<file path="src/rtl/cacheline_adaptor_pkg.sv">
// rtl/cacheline_adaptor_pkg.sv - shared states, default widths and size derivations for cacheline_adaptor
package cacheline_adaptor_pkg;

    localparam int DEF_LINE_W = 256;
    localparam int DEF_BEAT_W = 64;

    typedef enum logic [1:0] {
        ST_IDLE  = 2'd0,
        ST_READ  = 2'd1,
        ST_WRITE = 2'd2,
        ST_DONE  = 2'd3
    } state_t;

    function automatic int nbeats(input int line_w, input int beat_w);
        return line_w / beat_w;
    endfunction

    // Byte-offset bits below a line-aligned address.
    function automatic int offset_w(input int line_w);
        return $clog2(line_w / 8);
    endfunction

    function automatic int cnt_w(input int n);
        return (n > 1) ? $clog2(n) : 1;
    endfunction

endpackage

</file>
<file path="src/rtl/cacheline_adaptor.sv">
// rtl/cacheline_adaptor.sv - cache line <-> memory burst adaptor; optional watchdog via CACHELINE_ADAPTOR_TIMEOUT_EN
module cacheline_adaptor
    import cacheline_adaptor_pkg::*;
#(
    parameter int LINE_W      = DEF_LINE_W,
    parameter int BEAT_W      = DEF_BEAT_W,
    parameter int TIMEOUT_CYC = 1024
) (
    input  logic              clk,
    input  logic              rst_n,
    input  logic [LINE_W-1:0] line_i,
    output logic [LINE_W-1:0] line_o,
    input  logic [31:0]       address_i,
    input  logic              read_i,
    input  logic              write_i,
    output logic              resp_o,
    input  logic [BEAT_W-1:0] burst_i,
    output logic [BEAT_W-1:0] burst_o,
    output logic [31:0]       address_o,
    output logic              read_o,
    output logic              write_o,
    input  logic              resp_i,
    output logic              err_o
);

    localparam int NBEATS = nbeats(LINE_W, BEAT_W);
    localparam int KW     = cnt_w(NBEATS);
    localparam int OFFW   = offset_w(LINE_W);
    localparam logic [31:0] ADDR_MASK = ~((32'd1 << OFFW) - 32'd1);

    state_t            state, state_nx;
    logic [KW-1:0]     k;
    logic [LINE_W-1:0] wline;
    logic [LINE_W-1:0] rbuf;
    logic [LINE_W-1:0] rbuf_nx;
    logic [LINE_W-1:0] line_q;
    logic [31:0]       addr_q;
    logic              busy;
    logic              last_beat;
    logic              tmo;

    assign busy      = (state == ST_READ) || (state == ST_WRITE);
    assign last_beat = busy && resp_i && (k == KW'(NBEATS - 1));

    always_comb begin
        rbuf_nx = rbuf;
        rbuf_nx[k*BEAT_W +: BEAT_W] = burst_i;
    end

    always_comb begin
        state_nx = state;
        case (state)
            ST_IDLE: begin
                if (read_i)       state_nx = ST_READ;
                else if (write_i) state_nx = ST_WRITE;
            end
            ST_READ, ST_WRITE: begin
                if (last_beat || tmo) state_nx = ST_DONE;
            end
            ST_DONE: state_nx = ST_IDLE;
            default: state_nx = ST_IDLE;
        endcase
    end

    always_ff @(posedge clk or negedge rst_n) begin
        if (!rst_n) begin
            state  <= ST_IDLE;
            k      <= '0;
            wline  <= '0;
            rbuf   <= '0;
            line_q <= '0;
            addr_q <= '0;
        end else begin
            state <= state_nx;
            case (state)
                ST_IDLE: begin
                    k <= '0;
                    if (read_i || write_i) addr_q <= address_i;
                    if (!read_i && write_i) wline <= line_i;
                end
                ST_READ: begin
                    if (resp_i) begin
                        rbuf <= rbuf_nx;
                        k    <= k + KW'(1);
                    end
                    // line_o only changes once the whole line has arrived
                    if (last_beat) line_q <= rbuf_nx;
                end
                ST_WRITE: begin
                    if (resp_i) k <= k + KW'(1);
                end
                default: k <= '0;
            endcase
        end
    end

`ifdef CACHELINE_ADAPTOR_TIMEOUT_EN
    localparam int TW = $clog2(TIMEOUT_CYC + 1);

    logic [TW-1:0] tcnt;
    logic          err_q;

    assign tmo = busy && (tcnt == TW'(TIMEOUT_CYC));

    always_ff @(posedge clk or negedge rst_n) begin
        if (!rst_n) begin
            tcnt  <= '0;
            err_q <= 1'b0;
        end else begin
            if (!busy || resp_i) tcnt <= '0;
            else if (!tmo)       tcnt <= tcnt + TW'(1);
            // a real last beat wins over a coincident timeout
            err_q <= tmo && !last_beat;
        end
    end

    assign err_o = err_q;
`else
    assign tmo   = 1'b0;
    assign err_o = 1'b0;
`endif

    assign read_o    = (state == ST_READ);
    assign write_o   = (state == ST_WRITE);
    assign resp_o    = (state == ST_DONE);
    assign line_o    = line_q;
    assign address_o = addr_q & ADDR_MASK;
    assign burst_o   = (state == ST_WRITE) ? wline[k*BEAT_W +: BEAT_W] : '0;

endmodule

</file>
<file path="config.mk">
export PLATFORM = sky130hd
export DESIGN_NAME = cacheline_adaptor
export DESIGN_NICKNAME = d
export VERILOG_FILES = /design/src/rtl/cacheline_adaptor_pkg.sv /design/src/rtl/cacheline_adaptor.sv
export SDC_FILE = /design/constraint.sdc
export NUM_CORES = 1
export LEC_CHECK = 0
export CORE_AREA = 2 2 273 275
export DETAILED_ROUTE_END_ITERATION = 12
export DIE_AREA = 0 0 275 277
export GPL_ROUTABILITY_DRIVEN = 0
export HOLD_SLACK_MARGIN = 0.12
export PLACE_DENSITY_LB_ADDON = 0.2
export SYNTH_ARGS = -nofsm -noshare
export SYNTH_HDL_FRONTEND = slang
export SYNTH_SLANG_ARGS = --single-unit
export TNS_END_PERCENT = 20
</file>
<file path="constraint.sdc">
create_clock -name clk -period 2.2 [get_ports clk]
set_input_delay 0.44 -clock clk [delete_from_list [all_inputs] [get_ports clk]]
set_output_delay 0.44 -clock clk [all_outputs]
set_load 0.02 [all_outputs]
</file>
# Word level (Yosys, flattened, before mapping)
# Index checks and enable logic that the tools add are counted.
dict set report totals {
  in_bits 357
  ff_bits 804
}
dict set report op_classes {
  n_shift 3
  eq_ne 7
  reduce_logical 13
  addsub 2
  n_mux 8
}
# cell n
set op_table {}
lappend op_table {{$bwmux W256} 1}
lappend op_table {{$shift A64 B34 Y256 const A} 1}
lappend op_table {{$shiftx A256 B9 Y64} 1}
lappend op_table {{$shiftx A64 B34 Y256} 1}
lappend op_table {{$mux W64} 1}
lappend op_table {{$neg A8 Y34} 1}
lappend op_table {{$mux W2} 5}
lappend op_table {{$reduce_and A2 Y1} 5}
lappend op_table {{$eq A2 B2 Y1 const B} 3}
lappend op_table {{$pmux W2 S3} 1}
lappend op_table {{$ne A2 B1 Y1 const B} 2}
lappend op_table {{$logic_and A1 B1 Y1} 3}
lappend op_table {{$ne A3 B3 Y1 const B} 1}
lappend op_table {{$add A2 B1 Y2 const B} 1}
lappend op_table {{$eq A2 B1 Y1 const B} 1}
lappend op_table {{$logic_not A2 Y1} 1}
lappend op_table {{$logic_or A1 B1 Y1} 2}
lappend op_table {{$reduce_or A2 Y1} 1}
lappend op_table {{$logic_not A1 Y1} 1}

# Longest topological paths before layout
dict set report logic_depth {
  word_depth 6
  depth_mapped 10
  depth_no_buf 5
}

# Worst setup path before layout
# Ideal clock, no wire load.
dict set report synth_timing {
  kind {reg-to-reg}
  from {reg k[1]}
  to {reg rbuf[10]}
  setup_time_ns 0.121
  path_buffers 4
  path_slack_ns -0.158
  stages_incl_launch_ff 10
  arrival_ns 2.237
  required_ns 2.079
  path_cell_list {dfrtp_1 -> buf_2 -> buf_1 -> inv_1 -> ha_1 -> and4bb_2 -> and3_1 -> buf_2 -> buf_4 -> a22o_1}
}
dict set report synth_between {
  elab_chain_len 3
}
# element line_no
set synth_rtl {}
lappend synth_rtl {{start, declared} cacheline_adaptor.sv:32} ;# logic [KW-1:0] k;
lappend synth_rtl {{start signal, assigned} cacheline_adaptor.sv:84} ;# k <= k + KW'(1);
lappend synth_rtl {{start signal, assigned} cacheline_adaptor.sv:90} ;# if (resp_i) k <= k + KW'(1);
lappend synth_rtl {{$neg A8 Y34 (*)} cacheline_adaptor.sv:47} ;# rbuf_nx[k*BEAT_W +: BEAT_W] = burst_i;
lappend synth_rtl {{$shiftx A64 B34 Y256 / $shift A64 B34 Y256 (equally long branches)} cacheline_adaptor.sv:47}
lappend synth_rtl {{$bwmux W256 (*)} cacheline_adaptor.sv:47}
lappend synth_rtl {{end signal, assigned} cacheline_adaptor.sv:83} ;# rbuf <= rbuf_nx;
lappend synth_rtl {{end, declared} cacheline_adaptor.sv:34} ;# logic [LINE_W-1:0] rbuf;
# Mark *: on every way between the ends. The rest lies on a longest branch, timed or not.
# A chain may end at the register's enable or synchronous reset.

# Worst setup path after layout
dict set report layout_timing {
  from {reg k[0]}
  to {out burst_o[60]}
}
dict set report layout_between {
  elab_chain_len 2
}
# element line_no
set layout_rtl {}
lappend layout_rtl {{$shiftx A256 B9 Y64} cacheline_adaptor.sv:128} ;# assign burst_o = (state == ST_WRITE) ? wline[k*BEAT_W +: BEAT_W] : '0;
lappend layout_rtl {{$mux W64} cacheline_adaptor.sv:128}
lappend layout_rtl {{end, declared} cacheline_adaptor.sv:18} ;# output logic [BEAT_W-1:0] burst_o,
# No other way between the ends.

==> run metrics <==
final hold viol count 0; Detailed Routing Iterations Pass 1 6; DP Wirelength 69700 um; Hold WC Path Type input port to asynchronous set/reset pin; clock tree buffer depth 3; Slew Viols, Final 0; CTS tree built; Post-Route WL 103000 um; top fanout value on the critical path 7; setup_tns -155.39 ns; CP max-delay cell dfrtp_4; cts bufs inserted 79; Vias 23824; layout cells sized above 1 0.257; fin crit period 2.72 ns; RSZ-0062 raised after global routing yes; Setup Viol. Count Final 513; Max-Cap Viols 0; Initial Utilization 0.420; Vias/cell 5.62; final instance area 0.0439 mm2; WL/cell 24.3 um; Post-DP Area 0.0397 mm2; Fmax achieved 368 MHz; root buffer cell clkbuf_16; layout net count 3563; PnR Total Power 53.0 mW; Die ar. 0.0762 mm2; Sink Count 735; Slew HR 0.584; post-place setup slack -0.378 ns; worst path cell trace buf_6 > buf_16 > buf_6 > mux4_2 > and2_4 > buf_6; Post-Syn Area per Cell 12.4 um2; Post-Syn Area 0.0309 mm2; Worst EP required 1.76 ns; VDD IR-drop max 779 uV; Core Region 0.0736 mm2; # DRC 0; Worst path max stage delay 0.53 ns; status complete, but fails checks; port bufs 701; library cells used by synthesis 34; FF+latch count, synth 735; grt ovf 0; area of the multi-input gates 0.0116 mm2; Initial DRC Count 2198; Worst setup startpoint k[0]$_DFFE_PN0P_; largest net degree at the start of global routing 111; H-tree depth 3; Worst Setup Path Type flip-flop to primary output; sequential share of the synthesized area 0.595; WP data arrival 2.28 ns; GRT Util Overall 0.262; global-route wire length before repair 153000 um; Die Wd 275 um; initial antenna violation count 27; number of global-route vias before repair 24593; synthesized instance count 2487; worst setup margin -0.519 ns; clk_lat worst skew 0.61 ns; row count 100; # fillers 5787; Clock transition at path regs 0.06 ns; Startpoint Class flip-flop; Crit. End Element primary output; Die H 277 um; Synth warnings 0; ANT nets after route 0; sequential cell area 0.0184 mm2; most frequent CP cell buf_6; Worst Tran Pin Value 0.624 ns; crit share post-route 1.24; Power Dens Cells 1210 mW/mm2; clock skew 0.0186 ns; failing checks negative setup slack; leakage power 19.9 nW; area grow syn2layout 41.9%; num ports 713; Reg2Reg Launch Point k[0]$_DFFE_PN0P_; Reg2Reg Depth 12
-- report_power, final --
group          internal (mW)  switching, mW  total [mW]
sequential              17.4           2.31        19.7
clock                   8.32           5.57        13.9
combinational           10.3           9.04        19.4
total                   36.1           16.9        53.0
-- repair_timing --
action | in CTS | in global routing
pin swaps | 12 | 12
resized for setup | 407 | 98
hold buffers | 1 | 0
gates cloned | 8 | 8
setup buffers | 25 | 20
hold endpoints to repair | 301 | 0
setup endpoints to repair | 521 | 544
-- stage by stage --
step	utilization	hold slack, ns	instances
floorplan	-	0.144	2492
global placement	0.539	0.321	4025
detailed placement	0.539	0.321	4025
CTS	0.585	0.249	4199
global route	0.596	0.284	4234
finish	0.596	0.283	4240
-- sequential cells by signal, summed over array words and instances, names as in the netlist --
name and flops:
line_o 256, k 2, addr_q 27, state 2, rbuf 192, wline 256
-- cells in the mapped netlist, drive strengths merged --
master	n	area (um2)
dfrtp	735	18400
nor2	322	1210
mux2	283	3190
buf	209	1130
a22o	192	1680
nand2	130	488
nand3	129	646
a221oi	128	1120
a21oi	126	631
and2	65	407
clkbuf	65	244
mux4	64	1440
ha	10	125
inv	7	26.3
mux2i	4	40.0
a32oi	2	17.5
and3	2	12.5
and4	2	17.5
o21ai	2	13.8
a22oi	1	7.51
and3b	1	8.76
and4b	1	10.0
and4bb	1	12.5
conb	1	3.75
nand3b	1	7.51
nand4	1	6.26
nor2b	1	6.26
nor4bb	1	10.0
xor2	1	8.76
-- cell usage in the layout (no fill, tap or decap), types with 6 or more instances in the layout --
cell type        count
diode_2             15
buf_4               95
nand3_1            126
buf_12              80
clkbuf_16           88
mux2_2             283
a22o_1             192
clkinv_2            17
nand2_1            130
clkdlybuf4s50_1    633
dfrtp_1            733
a21oi_1            122
and2_1              24
clkbuf_8            14
a221oi_2            25
a221oi_1            98
bufinv_16            9
conb_1               6
mux4_2              64
clkbuf_1            14
ha_1                 6
and2_4              41
buf_2               15
buf_16               9
nor2_1             320
buf_6               51
-- area by class of cell --
| cell class | instances | share of cell area |
|---|---|---|
| multi-input cells | 1476 | 0.265 |
| well taps | 969 | 0.0276 |
| flip-flops and latches | 735 | 0.420 |
| clock buffers | 109 | 0.0518 |
| repair buffers | 897 | 0.224 |
| clock inverters | 32 | 0.0102 |
| inverters | 7 | 0.000599 |
| diodes | 15 | 0.000856 |
-- cells by family (layout without fill, tap and decap cells) --
| kind of cell | Yosys count | count (layout) | share of synthesized area |
|---|---|---|---|
| AND/OR/NAND/NOR | 657 | 657 | 0.0919 |
| buffers and inverters | 281 | 1045 | 0.0454 |
| other | 1 | 21 | 0.000121 |
| multiplexers | 351 | 351 | 0.151 |
| flip-flops | 735 | 735 | 0.595 |
| XOR/XNOR | 1 | 1 | 0.000283 |
| AO/OA/AOI/OAI | 451 | 451 | 0.112 |
| adder cells (fa/ha/maj) | 10 | 10 | 0.00405 |
-- worst max-delay path: cells and delay by family, from the launching register on --
kind	cells	cell delay (ns)
and+or+nand+nor	1	0.17
DFF	1	0.53
buffers and inverters	4	0.54
muxes	1	0.40
-- path summary, 6_finish.rpt --
path                                                end  slack, ns
worst max-delay path                        burst_o[60]      -0.52
worst min-delay path            line_o[242]$_DFFE_PN0P_       0.28
worst max register to register      rbuf[6]$_DFFE_PN0P_      -0.44
worst min register to register  line_o[192]$_DFFE_PN0P_       0.46
max in group asynchronous          rbuf[74]$_DFFE_PN0P_       1.00
min in group clk                 addr_q[13]$_DFFE_PN0P_       0.42
-- routing by layer --
metal | vias up | part of all wire | global-route usage
met5 | - | 0.0018 | 0
met4 | 28 | 0.031 | 0.0850
li1 | 10308 | - | -
met2 | 1075 | 0.48 | 0.421
met3 | 197 | 0.087 | 0.0688
met1 | 12216 | 0.40 | 0.344
(Power assumes the default switching activity.)
==> patch 1: new RTL, config.mk and constraints unchanged <==
Change the package constant `DEF_BEAT_W` from 64 to 128.
--- a/src/rtl/cacheline_adaptor_pkg.sv
+++ b/src/rtl/cacheline_adaptor_pkg.sv
@@ -2,7 +2,7 @@
 package cacheline_adaptor_pkg;
 
     localparam int DEF_LINE_W = 256;
-    localparam int DEF_BEAT_W = 64;
+    localparam int DEF_BEAT_W = 128;
 
     typedef enum logic [1:0] {
         ST_IDLE  = 2'd0,
Ports: changed (resized burst_i and burst_o); port bits go from 713 to 841. No check against the original RTL was run, so the function may have changed too.
==> patch 1 against the original RTL <==
The run still ends with negative setup slack left. Sequential cell count down 65. Cell area shrank 7.0%. Routed wire length down 22%. Utilization fell by 4.1 points. Area after synthesis fell by 12%. Clock power shrank 15%. Synthesized cell count down 31%. Final cell count shrank 13%. Worst setup slack improved by 0.27 ns. Clock skew is 0.00082 ns higher. Global-route usage decreased by 5.5 points. Highest routed layer unchanged. Power increased by 12%.
==> patch 1: results (changes against the original RTL) <==
[run_status]
violations=negative setup slack
outcome=finished, violations left

[pwr]
leakagePower_nw=18.0  ; -9.6%
pg_seq_mw=21.3  ; +8%
power_density_nw_per_um2=1450  ; +20%
pwr-share-comb=0.442  ; +0.076

[logic_synthesis]
yosys.area_share.adder=0.00229  ; -0.00176
synthCells=1722  ; -31%
synth-compound-area-share=0.000779  ; -0.112
ys_seq_elements=670  ; -8.8%
synthXorXnorAreaFrac=0.000321  ; +0.0000375
muxShareOfSynthArea=0.323  ; +0.172
synthTopCellsByArea=dfrtp_1, mux2_2, mux2i_1
synthTopCellsByCount=dfrtp_1, mux2_2, mux2i_1, nor2b_1, buf_4

[sta]
hold_ws_ns=0.340  ; +0.0570 ns
setup_viol=228  ; -56%
setup_tns_ns=-24.60  ; +130.79 ns
setup_slack_ns=-0.253  ; +0.266 ns

[cells_and_area]
multiInputGateArea_um2=10300  ; -11%
signal_buffers=965  ; +7.6%
nets=3086  ; -13%
buffer_area_frac=0.249  ; +0.0246
drive_above_1_share=0.419  ; +0.162
fillCellCount=5945  ; +2.7%
nClkBuffers=112  ; +2.8%
diodes=14  ; -1
seq_share=0.411  ; -0.00854

[global_route]
grt_max_degree=70  ; -37%
gr-usage-met3=0.0695  ; +0.000780
track_usage=0.207  ; -0.0549
antenna_found_initial=24  ; -11%

[drt]
wl_met1_um=29300  ; -28%
dr_wl_met2_um=42700  ; -14%
initialDrtViolationCount=676  ; -69%
wl_met3_um=6340  ; -29%

[patch 1: worst max path at each step]
stage                   end  cells after the start      from
6_report        burst_o[82]                      6         k
3_5_place_dp    burst_o[20]                      5  state[0]
3_3_place_gp    burst_o[20]                      5  state[0]
2_1_floorplan  burst_o[100]                      5  state[0]
4_1_cts          burst_o[1]                      5         k
5_1_grt         burst_o[17]                      7  state[0]
[patch 1: repair_timing]
item	CTS	global route
resized for setup	590	147
setup endpoints to repair	131	381
buffers inserted	8	16
endpoints found under the hold margin	204	0
gates cloned	1	6
pin swaps	1	0
hold buffers	1	0
[patch 1: critical path, delay by kind of cell, from the launching register on]
kind / cells / cell delay (ns)
buf+inv: 4 / 0.58
simple gates: 1 / 0.16
flops: 1 / 0.53
mux: 1 / 0.15
[patch 1: cell families after synthesis]
kind of cell               Yosys count
other                                1
and+or+nand+nor                    135
AOI/OAI and AO/OA                    3
xor gates and xnor gates             1
muxes                              798
DFF                                670
buffers and inverters              109
adders and majority gates            5
==> patch 2: new RTL, same settings <==
Without the edit above. Put a register stage on the outputs `resp_o`, `address_o`, `read_o` and `write_o`, without a reset. The values now appear one clock later. The other outputs are not delayed to match.
--- a/src/rtl/cacheline_adaptor.sv
+++ b/src/rtl/cacheline_adaptor.sv
@@ -120,11 +120,13 @@
     assign err_o = 1'b0;
 `endif
 
-    assign read_o    = (state == ST_READ);
-    assign write_o   = (state == ST_WRITE);
-    assign resp_o    = (state == ST_DONE);
+    always_ff @(posedge clk) begin
+        resp_o    <= (state == ST_DONE);
+        address_o <= addr_q & ADDR_MASK;
+        read_o    <= (state == ST_READ);
+        write_o   <= (state == ST_WRITE);
+    end
     assign line_o    = line_q;
-    assign address_o = addr_q & ADDR_MASK;
     assign burst_o   = (state == ST_WRITE) ? wline[k*BEAT_W +: BEAT_W] : '0;
 
 endmodule
Check against the original RTL: not settled (the Yosys comparison gave no result); the edit may change what the design does.
==> patch 2 against the original RTL <==
The flow still finishes with violations (negative setup slack). Routed wire length down 0.26%. Cell area about the same. Sequential cell count up 30. Worst setup slack better by 0.022 ns. Power up 2.8%. Area after synthesis up 0.75%. Critical path depth down 1. Critical endpoint is now burst_o[63]. Largest cell class unchanged. Largest power group unchanged. Highest routed layer unchanged.
==> patch 2: results (changes against the original RTL) <==
[drt]
wl_per_cell_um=25.1  ; +3.1%
routed_via_density=5.65  ; +0.49%
initialDrtViolationCount=1702  ; -23%

[setup_path]
crit_path_max_incr_delay_ns=0.55  ; +0.02 ns
path_delay_family=multiplexers
cp_slowest_cell=mux4_2
arrival_ns=2.26  ; -0.02 ns

[sta]
setup_slack_ns=-0.497  ; +0.0221 ns
setup_viol=175  ; -66%
tightest_slew_ns=0.501  ; -0.123 ns
fin_worst_skew_ns=0.0279  ; +0.00928 ns

[global_route]
track_usage=0.269  ; +0.00757
grt_max_degree=79  ; -29%
antenna_found_initial=24  ; -11%
grt_first_pass_wirelength_um=156000  ; +1.9%

[cells_and_area]
drive_above_1_share=0.262  ; +0.00484
nets=3431  ; -3.7%

[logic_synthesis]
synth_cell_type_count=37  ; +8.8%
synthTopCellsByArea=dfrtp_1, mux2_2, a22o_1
ys_async_sr_fraction=0.961  ; -0.0392
synthTopCellsByCount=dfrtp_1, nor2_1, mux2_2, a22o_1, clkbuf_1

[run_status]
outcome=finished, violations left
violations=negative setup slack

[pwr]
switching_share=0.318  ; -0.00155
leakagePower_nw=19.8  ; -0.49%

[clock_tree]
cts_buffers=81  ; +2.5%
clkLatencyLatePin_ns=0.63  ; +0.02 ns

[placement]
dpl.hpwl_um=71400  ; +2.4%

## patch 2: final timing paths
path / to / slack [ns] / depth (start not counted)
max: burst_o[63] / -0.50 / 5
min: line_o[56] / 0.33 / 2
max reg2reg: line_o[45] / -0.08 / 9
min reg2reg: address_o[30] / 0.36 / 0
max in group asynchronous: wline[171] / 0.92 / 4
min in group clk: address_o[30] / 0.36 / 0
## patch 2: repair_timing
| action | in CTS | in global routing |
|---|---|---|
| buffers inserted | 12 | 1 |
| pin swaps | 99 | 0 |
| gates cloned | 8 | 0 |
| hold buffers | 1 | 0 |
| endpoints found under the setup margin | 400 | 435 |
| gates resized for setup | 493 | 13 |
| endpoints found under the hold margin | 121 | 0 |
## patch 2: power by group through the flow
stage / Combinational (mW) / Clock (mW) / Sequential, mW
2_1_floorplan: 9.26 / 0 / 21.0
3_3_place_gp: 17.3 / 0 / 20.5
3_5_place_dp: 17.7 / 0 / 20.7
4_1_cts: 19.5 / 14.8 / 20.5
5_1_grt: 20.5 / 15.4 / 21.0
6_report: 19.3 / 14.5 / 20.6
## patch 2: logic make-up after synthesis
logic type,share of synthesized area
compound gates,0.131
xor+xnor,0.000281
fa+ha+maj,0.00402
buf+inv,0.0399
flops,0.610
mux,0.150
other cells,0.000120
simple gates,0.0654
## patch 2: layer usage
metal | wire [um] | global-route usage
met1 | 39500 | 0.336
met2 | 51200 | 0.451
met3 | 8800 | 0.0767
met4 | 2990 | 0.0834
met5 | 205 | 0
## patch 2: final cells by class
cell class              count  area, um2
clock inverters            35        433
clock buffers             111       2430
well taps                 969       1210
diodes                      6       15.0
repair buffers            866       9390
flip-flops and latches    765      19000
fillers                  5709      29700
inverters                   8       37.5
multi-input cells        1342      11300
## patch 2: metrics by stage
stage	TNS (ns)	cells	area [um2]	setup slack (ns)	util
6_report	-30.24	4102	43900	-0.497	0.596
5_1_grt	-60.70	4100	43900	-0.576	0.596
4_1_cts	-50.68	4096	43800	-0.548	0.596
3_5_place_dp	-24.84	3929	40200	-0.308	0.547
3_3_place_gp	-19.34	3929	40200	-0.312	0.547
2_1_floorplan	0	2380	31200	0.0521	-
